===== config.mk =====
export PLATFORM = sky130hd
export DESIGN_NAME = fp_addsub_stream
export DESIGN_NICKNAME = d
export VERILOG_FILES = /design/src/rtl/fp_pkg.sv /design/src/rtl/fp_norm_round.sv /design/src/rtl/fp_addsub_stream.sv
export SDC_FILE = /design/constraint.sdc
export NUM_CORES = 1
export LEC_CHECK = 0
export ABC_AREA = 1
export BUFFER_PORTS_ARGS = -buffer_cell sky130_fd_sc_hd__buf_2
export CAP_MARGIN = 20
export CORE_ASPECT_RATIO = 1.2
export CORE_MARGIN = 2
export CORE_UTILIZATION = 40
export DETAILED_ROUTE_END_ITERATION = 6
export PLACE_DENSITY = 0.66
export SETUP_SLACK_MARGIN = 0.3
export SLEW_MARGIN = 20
export SYNTH_ARGS = -nofsm -noshare
export SYNTH_HDL_FRONTEND = slang
export SYNTH_SLANG_ARGS = --single-unit

===== constraint.sdc =====
create_clock -name clk -period 5.56 [get_ports clk]
set_input_delay 1.112 -clock clk [delete_from_list [all_inputs] [get_ports clk]]
set_output_delay 1.112 -clock clk [all_outputs]
set_load 0.02 [all_outputs]

===== src/rtl/fp_pkg.sv =====
// ---------------------------------------------------------------------------
// fp_pkg
// Shared floating-point helpers for the FPU datapath blocks.
//   fp_class_t   : operand / result classification
//   fpClassify   : decode a class from exponent/fraction summary bits
//   fpCanonNan   : canonical quiet NaN {0, all-ones exp, 1, zeros}
//   fpInf        : +/- infinity for a given sign
//   fpLzc        : leading-zero count over the low 'width' bits of a vector
// The constant builders return a FP_MAXW-wide vector; callers take the low
// 1+expWidth+mantWidth bits with a size cast.
// ---------------------------------------------------------------------------
package fp_pkg;

  typedef enum logic [1:0] {
    FP_NORM,
    FP_ZERO,
    FP_INF,
    FP_NAN
  } fp_class_t;

  localparam int FP_MAXW = 128;

  // Subnormals (exp == 0) are treated as zero by this FPU.
  function automatic fp_class_t fpClassify(input logic expZero,
                                           input logic expOnes,
                                           input logic fracNonZero);
    fp_class_t cls;
    if (expZero)       cls = FP_ZERO;
    else if (!expOnes) cls = FP_NORM;
    else if (fracNonZero) cls = FP_NAN;
    else               cls = FP_INF;
    return cls;
  endfunction

  function automatic logic [FP_MAXW-1:0] fpCanonNan(input int expWidth,
                                                    input int mantWidth);
    logic [FP_MAXW-1:0] v;
    v = '0;
    for (int i = 0; i < FP_MAXW; i++) begin
      if (i >= mantWidth && i < mantWidth + expWidth) v[i] = 1'b1;
      if (i == mantWidth - 1) v[i] = 1'b1;
    end
    return v;
  endfunction

  function automatic logic [FP_MAXW-1:0] fpInf(input int expWidth,
                                               input int mantWidth,
                                               input logic sign);
    logic [FP_MAXW-1:0] v;
    v = '0;
    for (int i = 0; i < FP_MAXW; i++) begin
      if (i >= mantWidth && i < mantWidth + expWidth) v[i] = 1'b1;
      if (i == mantWidth + expWidth) v[i] = sign;
    end
    return v;
  endfunction

  // Ascending scan: the highest set bit is the last one to overwrite count.
  function automatic int fpLzc(input logic [FP_MAXW-1:0] v, input int width);
    int count;
    count = width;
    for (int i = 0; i < FP_MAXW; i++) begin
      if (i < width && v[i]) count = width - 1 - i;
    end
    return count;
  endfunction

endpackage


===== src/rtl/fp_norm_round.sv =====
// ---------------------------------------------------------------------------
// fp_norm_round
// Combinational normalise / round-to-nearest-even / pack with flag
// generation. Shared between the adder and the planned multiplier.
// Ports:
//   resCls    in   class of the result (FP_NAN / FP_INF override arithmetic)
//   sign      in   result sign (also the sign of an FP_INF result)
//   zeroSign  in   sign to use if the raw sum is exactly zero
//   exp       in   exponent of the larger operand
//   sum       in   {carry, hidden, fraction, guard, round, sticky}
//   y         out  packed IEEE result
//   nan, zero, overflow, inexact  out  result flags
// ---------------------------------------------------------------------------
module fp_norm_round
  import fp_pkg::*;
#(
  parameter int EXPWIDTH  = 8,
  parameter int MANTWIDTH = 23,
  localparam int W = 1 + EXPWIDTH + MANTWIDTH
) (
  input  fp_class_t              resCls,
  input  logic                   sign,
  input  logic                   zeroSign,
  input  logic [EXPWIDTH-1:0]    exp,
  input  logic [MANTWIDTH+4:0]   sum,
  output logic [W-1:0]           y,
  output logic                   nan,
  output logic                   zero,
  output logic                   overflow,
  output logic                   inexact
);

  localparam int M      = MANTWIDTH;
  localparam int MAXEXP = (1 << EXPWIDTH) - 1;
  localparam logic [W-1:0] NAN_Y   = W'(fpCanonNan(EXPWIDTH, MANTWIDTH));
  localparam logic [W-1:0] INF_Y   = W'(fpInf(EXPWIDTH, MANTWIDTH, 1'b0));
  localparam logic [W-1:0] SIGN_Y  = {1'b1, {(W-1){1'b0}}};

  logic [M+3:0] norm;      // {hidden, fraction, guard, round, sticky}
  logic [M+1:0] mantR;     // {carry, hidden, fraction} after rounding
  logic [M-1:0] fracR;
  logic         roundUp;
  logic         signBit;
  int           lz;
  int           expN;
  int           expR;

  always_comb begin
    norm     = '0;
    lz       = 0;
    expN     = 0;
    expR     = 0;
    roundUp  = 1'b0;
    mantR    = '0;
    fracR    = '0;
    signBit  = sign;
    y        = '0;
    nan      = 1'b0;
    overflow = 1'b0;
    inexact  = 1'b0;

    if (sum[M+4]) begin
      // Carry out: shift right one, folding the dropped bit into sticky.
      norm = {sum[M+4:2], sum[1] | sum[0]};
      expN = int'(exp) + 1;
    end else begin
      lz   = fpLzc(FP_MAXW'(sum[M+3:0]), M + 4);
      norm = sum[M+3:0] << lz;
      expN = int'(exp) - lz;
    end

    roundUp = norm[2] & (norm[1] | norm[0] | norm[3]);
    mantR   = {1'b0, norm[M+3:3]} + (M+2)'(roundUp);
    // A rounding carry means the mantissa became 10.000..., fraction all zero.
    expR    = expN + (mantR[M+1] ? 1 : 0);
    fracR   = mantR[M+1] ? mantR[M:1] : mantR[M-1:0];

    case (resCls)
      FP_NAN: begin
        y   = NAN_Y;
        nan = 1'b1;
      end
      FP_INF: begin
        y = INF_Y | (sign ? SIGN_Y : '0);
      end
      default: begin
        if (sum == '0) begin
          y = zeroSign ? SIGN_Y : '0;
        end else if (expN <= 0) begin
          // Below the minimum normal: flush to signed zero.
          y       = signBit ? SIGN_Y : '0;
          inexact = 1'b1;
        end else if (expR >= MAXEXP) begin
          y        = INF_Y | (signBit ? SIGN_Y : '0);
          overflow = 1'b1;
          inexact  = 1'b1;
        end else begin
          y       = {signBit, expR[EXPWIDTH-1:0], fracR};
          inexact = |norm[2:0];
        end
      end
    endcase
  end

  assign zero = ~|y[W-2:0];

endmodule


===== src/rtl/fp_addsub_stream.sv =====
// ---------------------------------------------------------------------------
// fp_addsub_stream
// Streaming IEEE-754 adder/subtractor, 3 pipeline stages (align, add,
// normalise/round) under valid/ready flow control, RNE rounding, subnormal
// flush-to-zero, full special-value handling and per-result flags.
// Ports:
//   clk, ci_rst           clock, asynchronous active-high reset
//   diA, diB              operands
//   ciADD_n               0 = A+B, 1 = A-B
//   diTag                 opaque tag returned with the result
//   ciValid / coReady     input handshake
//   doY, doTag            result and its tag
//   coValid / ciReady     output handshake
//   coNAN, coZero, coOverflow, coInexact   result flags (qualified by coValid)
// ---------------------------------------------------------------------------
module fp_addsub_stream
  import fp_pkg::*;
#(
  parameter int EXPWIDTH  = 8,
  parameter int MANTWIDTH = 23,
  parameter int TAGWIDTH  = 4,
  localparam int W = 1 + EXPWIDTH + MANTWIDTH
) (
  input  logic                clk,
  input  logic                ci_rst,
  input  logic [W-1:0]        diA,
  input  logic [W-1:0]        diB,
  input  logic                ciADD_n,
  input  logic [TAGWIDTH-1:0] diTag,
  input  logic                ciValid,
  output logic                coReady,
  output logic [W-1:0]        doY,
  output logic [TAGWIDTH-1:0] doTag,
  output logic                coValid,
  input  logic                ciReady,
  output logic                coNAN,
  output logic                coZero,
  output logic                coOverflow,
  output logic                coInexact
);

  localparam int E = EXPWIDTH;
  localparam int M = MANTWIDTH;

  // ---------------- flow control ----------------
  logic vA, vB, vC;
  logic enA, enB, enC;

  // A stage loads when it is empty or its successor moves on.
  assign enC     = !vC || ciReady;
  assign enB     = !vB || enC;
  assign enA     = !vA || enB;
  assign coReady = enA;
  assign coValid = vC;

  // ---------------- stage A: decode, swap, align ----------------
  logic [E-1:0]   expA, expB;
  logic [M-1:0]   fracA, fracB;
  logic           signA, signB;
  fp_class_t      clsA, clsB;
  logic [W-2:0]   magA, magB;
  logic           swap;

  assign expA  = diA[W-2:M];
  assign expB  = diB[W-2:M];
  assign fracA = diA[M-1:0];
  assign fracB = diB[M-1:0];
  assign signA = diA[W-1];
  assign signB = diB[W-1] ^ ciADD_n;   // subtraction is addition of -B
  assign clsA  = fpClassify(expA == '0, &expA, |fracA);
  assign clsB  = fpClassify(expB == '0, &expB, |fracB);
  // Flushed subnormals compare as zero magnitude.
  assign magA  = (clsA == FP_ZERO) ? '0 : diA[W-2:0];
  assign magB  = (clsB == FP_ZERO) ? '0 : diB[W-2:0];
  assign swap  = magB > magA;

  logic [E-1:0]     bigExp, smallExp, expDiff;
  logic [M-1:0]     bigFrac, smallFrac;
  logic             bigNorm, smallNorm, bigSign, smallSign;
  logic [M+3:0]     bigSig, smallSig;
  logic [M+2:0]     smallVal;
  logic [2*M+5:0]   wideSmall;
  int               shiftAmt;
  fp_class_t        clsNext;
  logic             signNext;

  always_comb begin
    bigExp    = swap ? expB : expA;
    smallExp  = swap ? expA : expB;
    bigNorm   = swap ? (clsB == FP_NORM) : (clsA == FP_NORM);
    smallNorm = swap ? (clsA == FP_NORM) : (clsB == FP_NORM);
    bigSign   = swap ? signB : signA;
    smallSign = swap ? signA : signB;
    bigFrac   = bigNorm ? (swap ? fracB : fracA) : '0;
    smallFrac = smallNorm ? (swap ? fracA : fracB) : '0;
    expDiff   = bigExp - smallExp;

    // Distances of M+3 or more leave nothing but sticky; clamping there
    // keeps the shifter bounded without changing the result.
    shiftAmt  = (int'(expDiff) >= M + 3) ? M + 3 : int'(expDiff);

    bigSig    = {bigNorm, bigFrac, 3'b000};
    smallVal  = {smallNorm, smallFrac, 2'b00};
    wideSmall = {smallVal, {(M+3){1'b0}}} >> shiftAmt;
    smallSig  = {wideSmall[2*M+5:M+3], |wideSmall[M+2:0]};

    // Special-value priority: NaN, then infinity, then arithmetic.
    clsNext  = FP_NORM;
    signNext = bigSign;
    if (clsA == FP_NAN || clsB == FP_NAN ||
        (clsA == FP_INF && clsB == FP_INF && signA != signB)) begin
      clsNext  = FP_NAN;
      signNext = 1'b0;
    end else if (clsA == FP_INF) begin
      clsNext  = FP_INF;
      signNext = signA;
    end else if (clsB == FP_INF) begin
      clsNext  = FP_INF;
      signNext = signB;
    end
  end

  logic [TAGWIDTH-1:0] aTag;
  fp_class_t           aCls;
  logic                aSign, aZeroSign, aSub;
  logic [E-1:0]        aExp;
  logic [M+3:0]        aBig, aSmall;

  always_ff @(posedge clk or posedge ci_rst) begin
    if (ci_rst) begin
      vA        <= 1'b0;
      aTag      <= '0;
      aCls      <= FP_NORM;
      aSign     <= 1'b0;
      aZeroSign <= 1'b0;
      aSub      <= 1'b0;
      aExp      <= '0;
      aBig      <= '0;
      aSmall    <= '0;
    end else if (enA) begin
      vA        <= ciValid;
      aTag      <= diTag;
      aCls      <= clsNext;
      aSign     <= signNext;
      // An exact-zero sum is -0 only when both addends are negative.
      aZeroSign <= signA & signB;
      aSub      <= bigSign ^ smallSign;
      aExp      <= bigExp;
      aBig      <= bigSig;
      aSmall    <= smallSig;
    end
  end

  // ---------------- stage B: magnitude add/subtract ----------------
  logic [M+4:0] sumNext;

  // The swap guarantees aBig >= aSmall, so subtraction never wraps.
  assign sumNext = aSub ? ({1'b0, aBig} - {1'b0, aSmall})
                        : ({1'b0, aBig} + {1'b0, aSmall});

  logic [TAGWIDTH-1:0] bTag;
  fp_class_t           bCls;
  logic                bSign, bZeroSign;
  logic [E-1:0]        bExp;
  logic [M+4:0]        bSum;

  always_ff @(posedge clk or posedge ci_rst) begin
    if (ci_rst) begin
      vB        <= 1'b0;
      bTag      <= '0;
      bCls      <= FP_NORM;
      bSign     <= 1'b0;
      bZeroSign <= 1'b0;
      bExp      <= '0;
      bSum      <= '0;
    end else if (enB) begin
      vB        <= vA;
      bTag      <= aTag;
      bCls      <= aCls;
      bSign     <= aSign;
      bZeroSign <= aZeroSign;
      bExp      <= aExp;
      bSum      <= sumNext;
    end
  end

  // ---------------- stage C: normalise, round, pack ----------------
  logic [W-1:0] yNext;
  logic         nanNext, zeroNext, ovfNext, inexNext;

  fp_norm_round #(
    .EXPWIDTH (EXPWIDTH),
    .MANTWIDTH(MANTWIDTH)
  ) uNormRound (
    .resCls  (bCls),
    .sign    (bSign),
    .zeroSign(bZeroSign),
    .exp     (bExp),
    .sum     (bSum),
    .y       (yNext),
    .nan     (nanNext),
    .zero    (zeroNext),
    .overflow(ovfNext),
    .inexact (inexNext)
  );

  always_ff @(posedge clk or posedge ci_rst) begin
    if (ci_rst) begin
      vC         <= 1'b0;
      doTag      <= '0;
      doY        <= '0;
      coNAN      <= 1'b0;
      coZero     <= 1'b0;
      coOverflow <= 1'b0;
      coInexact  <= 1'b0;
    end else if (enC) begin
      vC         <= vB;
      doTag      <= bTag;
      doY        <= yNext;
      coNAN      <= nanNext;
      coZero     <= zeroNext;
      coOverflow <= ovfNext;
      coInexact  <= inexNext;
    end
  end

endmodule


==> impl_metrics.env, run 1 <==
export IMPL_nets=3095
export IMPL_nFillCells=3392
export IMPL_r2r_end="doY[16]$_DFFE_PP0P_"
export IMPL_yosysSeqAreaShare=0.254
export IMPL_gp_congestion=1.01
export IMPL_num_vias=19000
export IMPL_hpwl_microns=45100
export IMPL_holdBufCountCts=0
export IMPL_syn_area_per_cell_sq_um=6.19
export IMPL_p_int_mw=5.23
export IMPL_fp_row_count=78
export IMPL_p_per_area_mw_per_mm2=445
export IMPL_regToRegSetupSlack_ps=-760
export IMPL_violations="negative setup slack"
export IMPL_critPathArrivalTime_ps=6690
export IMPL_post_route_period_util=1.14
export IMPL_vdd_ir_drop_max_v=0.000283
export IMPL_critPathLaunchType="flop"
export IMPL_cts_tree="built"
export IMPL_place_inst=3281
export IMPL_p_sw_mw=4.92
export IMPL_p_clk_frac=0.110
export IMPL_worst_r2r_path_depth=57
export IMPL_routed_wirelength_microns=61200
export IMPL_syn_num_nets=2634
export IMPL_placed_area_sq_mm=0.0188
export IMPL_instances_no_fill=3421
export IMPL_max_slew_margin_rel=0.508
export IMPL_end_kind="flop"
export IMPL_fin_ws_ps=-761
export IMPL_synthFlopType="dfrtp_1"
export IMPL_min_path_cells=2
export IMPL_p_sw_frac=0.485
export IMPL_synth_top_area_share=0.254
export IMPL_finalCriticalPeriod_ps=6320
export IMPL_worst_pin_slew_ps=732
export IMPL_coreArea_sq_mm=0.0378
export IMPL_io_buffers=114
export IMPL_clk_pin_slew_ps=70
export IMPL_detail_route_iter0_violations=1407
export IMPL_slowest_delay_ps=360
export IMPL_pwr_share_seq=0.163
export IMPL_yosysWarnings=0
export IMPL_power_frac_comb=0.727
export IMPL_leakagePower_nw=11.2
export IMPL_critPathMostFrequentCell="nand2_1"
export IMPL_area_growth_pct=49.2
export IMPL_final_hold_viol_count=0
export IMPL_hp_start="bTag[0]$_DFFE_PP0P_"
export IMPL_initial_core_util=0.404
export IMPL_synthTopCellsByArea="dfrtp_1, nand2_1, nand3_1, ha_1, o21ai_0"
export IMPL_cts_sinks=155
export IMPL_max_cap_violations=0
export IMPL_rsz0062_at_grt="true"
export IMPL_slew_violations=0
export IMPL_final_area_sq_mm=0.0228
export IMPL_dp_worst_setup_slack_ps=-660
export IMPL_synth_edf_count=0
export IMPL_async_reset_ff_frac=1.00
export IMPL_worstSkewPairLatency_ps=460
export IMPL_detail_route_wl_per_cell_microns=17.9
export IMPL_crit_fanout=7
export IMPL_ys_ff_latch=155
export IMPL_grt_pass1_vias=18100
export IMPL_worst_path_max_delay_cell="dfrtp_1"
export IMPL_grt_use_total=0.290
export IMPL_antenna_found_initial=2
export IMPL_drt_vias_per_instance=5.55
export IMPL_critPathRequiredTime_ps=5920
export IMPL_p_total_mw=10.1
export IMPL_drcViolationCount=0
export IMPL_hold_end="doTag[0]$_DFFE_PP0P_"
export IMPL_die_h_microns=218
export IMPL_fmaxAchievable_mhz=158
export IMPL_netlist_area_sq_mm=0.0153
export IMPL_final_util=0.603
export IMPL_ys_types=56
export IMPL_hold_path_class="flop to flop"
export IMPL_skew_ps=25.6
export IMPL_critPathKind="flop to flop"
export IMPL_first_pass_iters=6
export IMPL_setup_violations=35
export IMPL_htreeDepth=4
export IMPL_synth_cells=2467
export IMPL_yosys_area_top_type="dfrtp_1"
export IMPL_drive_gt1_frac=0.355
export IMPL_outcome="complete, but fails checks"
export IMPL_clockRootBuffer="clkbuf_16"
export IMPL_clock_path_buffers=2
export IMPL_yosysMostFrequentCell="nand2_1"
export IMPL_grt_max_degree=126
export IMPL_ios=115
export IMPL_synthTopCellsByCount="nand2_1, nand3_1, inv_1"
export IMPL_seq_area_sq_mm=0.00388
export IMPL_grt_pass1_wl_microns=91800
export IMPL_dieArea_sq_mm=0.0398
export IMPL_ant_nets=0
export IMPL_reg2reg_from="bSum[1]$_DFFE_PP0P_"
export IMPL_grt_overflow=0
export IMPL_die_w_microns=182
export IMPL_numCtsBuffers=17
export IMPL_multi_input_area_sq_mm=0.0123
==> worst max-delay path, delay by kind of cell, from the launching register on <==
kind | cells | cell delay [ps]
simple gates | 42 | 3740
buf+inv | 8 | 850
compound gates | 3 | 630
fa+ha+maj | 3 | 480
flops | 1 | 360
xor+xnor | 1 | 190
==> final cells by class <==
cell class / instances / area share
timing repair inverter: 1 / 0.000384
clock buffer: 18 / 0.0193
antenna: 2 / 0.000220
timing repair buffer: 551 / 0.193
inverter: 257 / 0.0460
tap: 480 / 0.0264
clock inverter: 12 / 0.00461
multi-input combinational: 1945 / 0.540
sequential: 155 / 0.170
==> power by group through the flow <==
| stage | logic [mW] | clock network (mW) | registers (mW) |
|---|---|---|---|
| after floorplan | 3.12 | 0 | 1.76 |
| after global placement | 5.73 | 0 | 1.66 |
| after detailed placement | 5.77 | 0 | 1.67 |
| after CTS | 6.31 | 1.13 | 1.65 |
| after global routing | 8.02 | 1.17 | 1.69 |
| final | 7.38 | 1.11 | 1.66 |
==> routing by layer <==
layer,GRT usage,vias to the layer above,wire length [microns]
met4,0.176,0,4720
met2,0.529,730,30800
li1,-,9138,-
met5,0,-,0
met1,0.321,8868,22800
met3,0.0342,247,2880
==> stage by stage <==
stage / hold slack, ps / TNS, ps
2_1_floorplan: 423 / 0
3_3_place_gp: 452 / -14690
3_5_place_dp: 458 / -19730
4_1_cts: 476 / -3000
5_1_grt: 504 / -33090
6_report: 471 / -14590
==> how the worst max path moves through the flow <==
stage                                    from                    end  cells after the start
final                     bSum[1]$_DFFE_PP0P_    doY[16]$_DFFE_PP0P_                     57
after global routing      bSum[1]$_DFFE_PP0P_     coZero$_DFFE_PP0P_                     59
after CTS                 bSum[1]$_DFFE_PP0P_     coZero$_DFFE_PP0P_                     59
after detailed placement              diA[25]  aSmall[0]$_DFFE_PP0P_                     39
after global placement                diA[25]  aSmall[0]$_DFFE_PP0P_                     35
after floorplan           bSum[1]$_DFFE_PP0P_     coZero$_DFFE_PP0P_                     61
==> placed cells by master (no fill, tap or decap), types with 6 or more instances in the layout <==
master / instances
nand3_4: 38
o22ai_2: 11
nor2_1: 176
ha_1: 80
clkbuf_16: 21
buf_4: 360
o21ai_1: 19
o21ai_0: 194
ha_4: 11
nand2_2: 125
buf_2: 110
o22ai_1: 6
nand3_1: 194
nand2_4: 30
a211oi_2: 7
nand2_1: 578
nand2_8: 8
nor4_1: 16
inv_6: 10
nand4_1: 38
inv_2: 17
buf_12: 15
o221ai_2: 9
inv_1: 218
nor3_1: 13
o21ai_2: 7
a21oi_2: 12
xor2_1: 37
a21oi_1: 86
a31oi_1: 11
nor2_4: 17
a211oi_1: 10
buf_6: 56
dfrtp_1: 155
nand3_2: 90
o31ai_1: 7
o21ai_4: 6
inv_4: 10
nor2_2: 17
o21bai_1: 16
==> flip-flops by register name, indices dropped and copies added (netlist names), 2 cells and up <==
signal  count
doY        32
bSum       28
aSmall     27
aBig       24
aExp        8
bExp        8
aTag        4
bTag        4
doTag       4
aCls        2
bCls        2
==> logic make-up after synthesis <==
group | after synthesis | synth area share
flip-flops | 155 | 0.254
XOR/XNOR | 47 | 0.0270
AO/OA/AOI/OAI | 433 | 0.159
multiplexers | 2 | 0.00131
AND/OR/NAND/NOR | 1367 | 0.385
buffers and inverters | 369 | 0.0953
adder cells (fa/ha/maj) | 94 | 0.0780
==> timing repair <==
action | CTS | global route
setup endpoints to repair | 61 | 61
cloned | 4 | 5
pin swaps | 54 | 152
resized for setup | 142 | 441
buffers inserted | 56 | 43
Note: power is estimated with default switching activity, not from simulation.
==> run 2, diff against run 1 <==
--- a/config.mk
+++ b/config.mk
@@ -10,9 +10,9 @@
 export CAP_MARGIN = 20
 export CORE_ASPECT_RATIO = 1.2
 export CORE_MARGIN = 2
-export CORE_UTILIZATION = 40
+export CORE_UTILIZATION = 55
 export DETAILED_ROUTE_END_ITERATION = 6
-export PLACE_DENSITY = 0.66
+export PLACE_DENSITY = 0.84
 export SETUP_SLACK_MARGIN = 0.3
 export SLEW_MARGIN = 20
 export SYNTH_ARGS = -nofsm -noshare
==> run 2 against run 1 <==
Compared with the run above:
- the flow now stops in global routing
- synthesized cell count is the same
- area after synthesis is the same
==> impl_metrics.env, run 2 <==
export IMPL_grt_overflow=53
export IMPL_error_line="[ERROR GRT-0232] Routing congestion too high. Check the congestion heatmap in the GUI."
export IMPL_synth_cells=2467
export IMPL_stop_stage="global routing"
export IMPL_worst_ep_kind="register data pin"
export IMPL_clockRootBuffer="clkbuf_16"
export IMPL_outcome="stopped before the end"
export IMPL_postGrtWorstEndpoint="coZero$_DFFE_PP0P_/D"
export IMPL_gp_congestion=0.990
export IMPL_die_h_microns=187
export IMPL_synthTopCellsByCount="nand2_1, nand3_1, inv_1"
export IMPL_syn_num_nets=2634
export IMPL_yosysMostFrequentCell="nand2_1"
export IMPL_synth_top_family_by_area="simple AND/OR/NAND/NOR gates"
export IMPL_synthTopCellsByArea="dfrtp_1, nand2_1, nand3_1, ha_1, o21ai_0"
export IMPL_synth_top_area_share=0.254
export IMPL_holdBufCountCts=0
export IMPL_cts_sinks=155
export IMPL_ios=115
export IMPL_synth_xor_area_share=0.0270
export IMPL_synth_compound_area_frac=0.159
export IMPL_netlist_area_sq_mm=0.0153
export IMPL_synthFlopType="dfrtp_1"
export IMPL_ys_types=56
export IMPL_hpwl_microns=46200
export IMPL_syn_area_per_cell_sq_um=6.19
export IMPL_io_buffers=114
export IMPL_grt_use_total=0.581
export IMPL_yosysSeqAreaShare=0.254
export IMPL_numCtsBuffers=17
export IMPL_synthMuxAreaShare=0.00131
export IMPL_grt_max_degree=156
export IMPL_htreeDepth=4
export IMPL_synth_edf_count=0
export IMPL_ys_ff_latch=155
export IMPL_clock_path_buffers=2
export IMPL_yosysWarnings=0
export IMPL_yosys_area_share_simple=0.385
export IMPL_dp_worst_setup_slack_ps=-674
export IMPL_synthAdderAreaFrac=0.0780
export IMPL_fp_row_count=66
export IMPL_initial_core_util=0.560
export IMPL_async_reset_ff_frac=1.00
export IMPL_yosys_area_top_type="dfrtp_1"
export IMPL_die_w_microns=156
export IMPL_place_inst=3149
run 2: kinds of logic after synthesis:
logic type / Yosys count
flops: 155
simple gates: 1367
xor+xnor: 47
mux: 2
buf+inv: 369
fa+ha+maj: 94
compound gates: 433
run 2: repair_timing:
| action | in CTS |
|---|---|
| gates cloned | 2 |
| pin swaps | 50 |
| endpoints found under the setup margin | 61 |
| gates resized for setup | 183 |
| setup buffers | 71 |
run 2: through the flow:
stage	utilization	area, sq um	TNS (ps)	hold slack, ps
4_1_cts	0.754	20600	-5400	479
3_5_place_dp	0.687	18700	-22270	461
3_3_place_gp	0.687	18700	-9990	450
2_1_floorplan	-	15600	0	423
run 2: metal layers:
layer  GRT usage  overflow
met2       0.832        21
met1       0.584         1
met3       0.301         0
met5      0.0578         0
met4       0.588        31
==> run 3, diff against run 2 <==
--- a/config.mk
+++ b/config.mk
@@ -8,12 +8,10 @@
 export ABC_AREA = 1
 export BUFFER_PORTS_ARGS = -buffer_cell sky130_fd_sc_hd__buf_2
 export CAP_MARGIN = 20
-export CORE_ASPECT_RATIO = 1.2
 export CORE_MARGIN = 2
-export CORE_UTILIZATION = 55
+export CORE_UTILIZATION = 40
 export DETAILED_ROUTE_END_ITERATION = 6
-export PLACE_DENSITY = 0.84
-export SETUP_SLACK_MARGIN = 0.3
+export PLACE_DENSITY_LB_ADDON = 0.15
 export SLEW_MARGIN = 20
 export SYNTH_ARGS = -nofsm -noshare
 export SYNTH_HDL_FRONTEND = slang
==> constraint.sdc (replaced) <==
create_clock -name clk -period 7.2 [get_ports clk]
set_input_delay 1.44 -clock clk [delete_from_list [all_inputs] [get_ports clk]]
set_output_delay 1.44 -clock clk [all_outputs]
set_load 0.02 [all_outputs]
==> run 3 against run 2 <==
Compared with the run above:
- the run now ends clean
==> impl_metrics.env, run 3 (synthesized netlist as in run 1, its figures left out) <==
export IMPL_critPathArrivalTime_ps=6910
export IMPL_slowest_delay_ps=330
export IMPL_clockRootBuffer="clkbuf_16"
export IMPL_post_route_period_util=0.913
export IMPL_die_w_microns=199
export IMPL_setup_violations=0
export IMPL_finalCriticalPeriod_ps=6570
export IMPL_pwr_share_seq=0.230
export IMPL_routed_wirelength_microns=56800
export IMPL_gp_congestion=0.981
export IMPL_worstSkewPairLatency_ps=450
export IMPL_grt_use_total=0.289
export IMPL_antenna_found_initial=0
export IMPL_max_slew_margin_rel=0.413
export IMPL_final_cell_mix="nand2_1, nand3_1, inv_1"
export IMPL_max_cap_violations=0
export IMPL_leakagePower_nw=8.65
export IMPL_ant_nets=0
export IMPL_ios=115
export IMPL_coreArea_sq_mm=0.0377
export IMPL_clock_path_buffers=2
export IMPL_largest_reg_flops=32
export IMPL_p_int_mw=2.66
export IMPL_detail_route_wl_per_cell_microns=18.5
export IMPL_p_sw_frac=0.543
export IMPL_crit_fanout=15
export IMPL_layout_commonest_cell="nand2_1"
export IMPL_drt_vias_per_instance=5.47
export IMPL_hold_path_class="flop to flop"
export IMPL_cts_tree="built"
export IMPL_outcome="finished, final reports clean"
export IMPL_worst_path_max_delay_cell="a211oi_1"
export IMPL_power_frac_comb=0.619
export IMPL_vdd_ir_drop_max_v=0.000191
export IMPL_cts_sinks=155
export IMPL_io_buffers=114
export IMPL_htreeDepth=4
export IMPL_final_util=0.455
export IMPL_fmaxAchievable_mhz=152
export IMPL_fp_row_count=71
export IMPL_num_antenna_cells=0
export IMPL_hpwl_microns=44800
export IMPL_grt_pass1_vias=16100
export IMPL_final_hold_viol_count=0
export IMPL_detail_route_iter0_violations=1166
export IMPL_worst_pin_slew_ps=881
export IMPL_p_per_area_mw_per_mm2=339
export IMPL_grt_overflow=0
export IMPL_area_growth_pct=12.3
export IMPL_end_kind="flop"
export IMPL_critPathLaunchType="input port"
export IMPL_p_sw_mw=3.16
export IMPL_grt_pass1_wl_microns=88700
export IMPL_drcViolationCount=0
export IMPL_reg_largest_list="doY x32, bSum x28, aSmall x27"
export IMPL_slew_violations=0
export IMPL_critPathMostFrequentCell="nand2_1"
export IMPL_die_h_microns=199
export IMPL_critPathRequiredTime_ps=7540
export IMPL_drive_gt1_frac=0.108
export IMPL_grt_max_degree=108
export IMPL_placed_area_sq_mm=0.0165
export IMPL_clk_pin_slew_ps=70
export IMPL_numCtsBuffers=17
export IMPL_critPathKind="input port to flop"
export IMPL_num_vias=16800
export IMPL_skew_ps=22.7
export IMPL_initial_core_util=0.405
export IMPL_p_clk_frac=0.151
export IMPL_top_register="doY"
export IMPL_final_area_sq_mm=0.0171
export IMPL_dieArea_sq_mm=0.0398
export IMPL_first_pass_iters=5
export IMPL_nets=2716
-- run 3: final timing paths --
path | depth (start not counted) | from | slack [ps] | to
max in group asynchronous | 3 | ci_rst | 4870 | aExp[5]$_DFFE_PP0P_
worst max register to register | 58 | bSum[1]$_DFFE_PP0P_ | 710 | coZero$_DFFE_PP0P_
min in group asynchronous | 2 | ci_rst | 1110 | aBig[23]$_DFFE_PP0P_
worst min-delay path | 2 | bTag[2]$_DFFE_PP0P_ | 480 | doTag[2]$_DFFE_PP0P_
worst min register to register | 2 | bTag[2]$_DFFE_PP0P_ | 480 | doTag[2]$_DFFE_PP0P_
worst max-delay path | 39 | diA[24] | 630 | aSmall[0]$_DFFE_PP0P_
-- run 3: area by class of cell --
type | count | area (sq um)
multi-input cells | 1944 | 10100
repair buffers | 174 | 1030
inverters | 257 | 975
clock buffers | 19 | 443
well taps | 511 | 639
clock inverters | 13 | 110
flip-flops and latches | 155 | 3880
fillers | 4134 | 20500
-- run 3: repair_timing --
action,CTS,global route
hold endpoints to repair,0,0
resized for setup,0,29
endpoints found under the setup margin,0,28
hold buffers,0,0
buffers inserted,0,3
-- run 3: worst max-delay path, delay by kind of cell --
kind	cells	cell delay, ps
buf+inv	6	880
simple gates	25	2740
fa+ha+maj	2	450
compound gates	6	1390
-- run 3: per-layer routing --
metal / global-route usage / wire, microns
met1: 0.364 / 24500
met3: 0.0272 / 2320
met4: 0.156 / 3070
met5: 0 / 0
met2: 0.490 / 26900
-- run 3: per-stage QoR --
step | hold WS [ps] | setup WS, ps | std cells | total power, mW | TNS, ps
after floorplan | 423 | 1240 | 2467 | 3.71 | 0
after global placement | 459 | 303 | 3037 | 4.84 | 0
after detailed placement | 459 | 148 | 3037 | 4.83 | 0
after CTS | 478 | 209 | 3069 | 5.73 | 0
final | 475 | 627 | 3073 | 5.82 | 0
after global routing | 506 | -11.4 | 3073 | 6.32 | -11.4
-- run 3: power by group through the flow --
| stage | registers, mW | logic (mW) | clock network, mW |
|---|---|---|---|
| after global placement | 1.34 | 3.50 | 0 |
| final | 1.34 | 3.61 | 0.878 |
| after CTS | 1.33 | 3.50 | 0.896 |
| after detailed placement | 1.35 | 3.48 | 0 |
| after global routing | 1.36 | 4.03 | 0.930 |
| after floorplan | 1.36 | 2.36 | 0 |
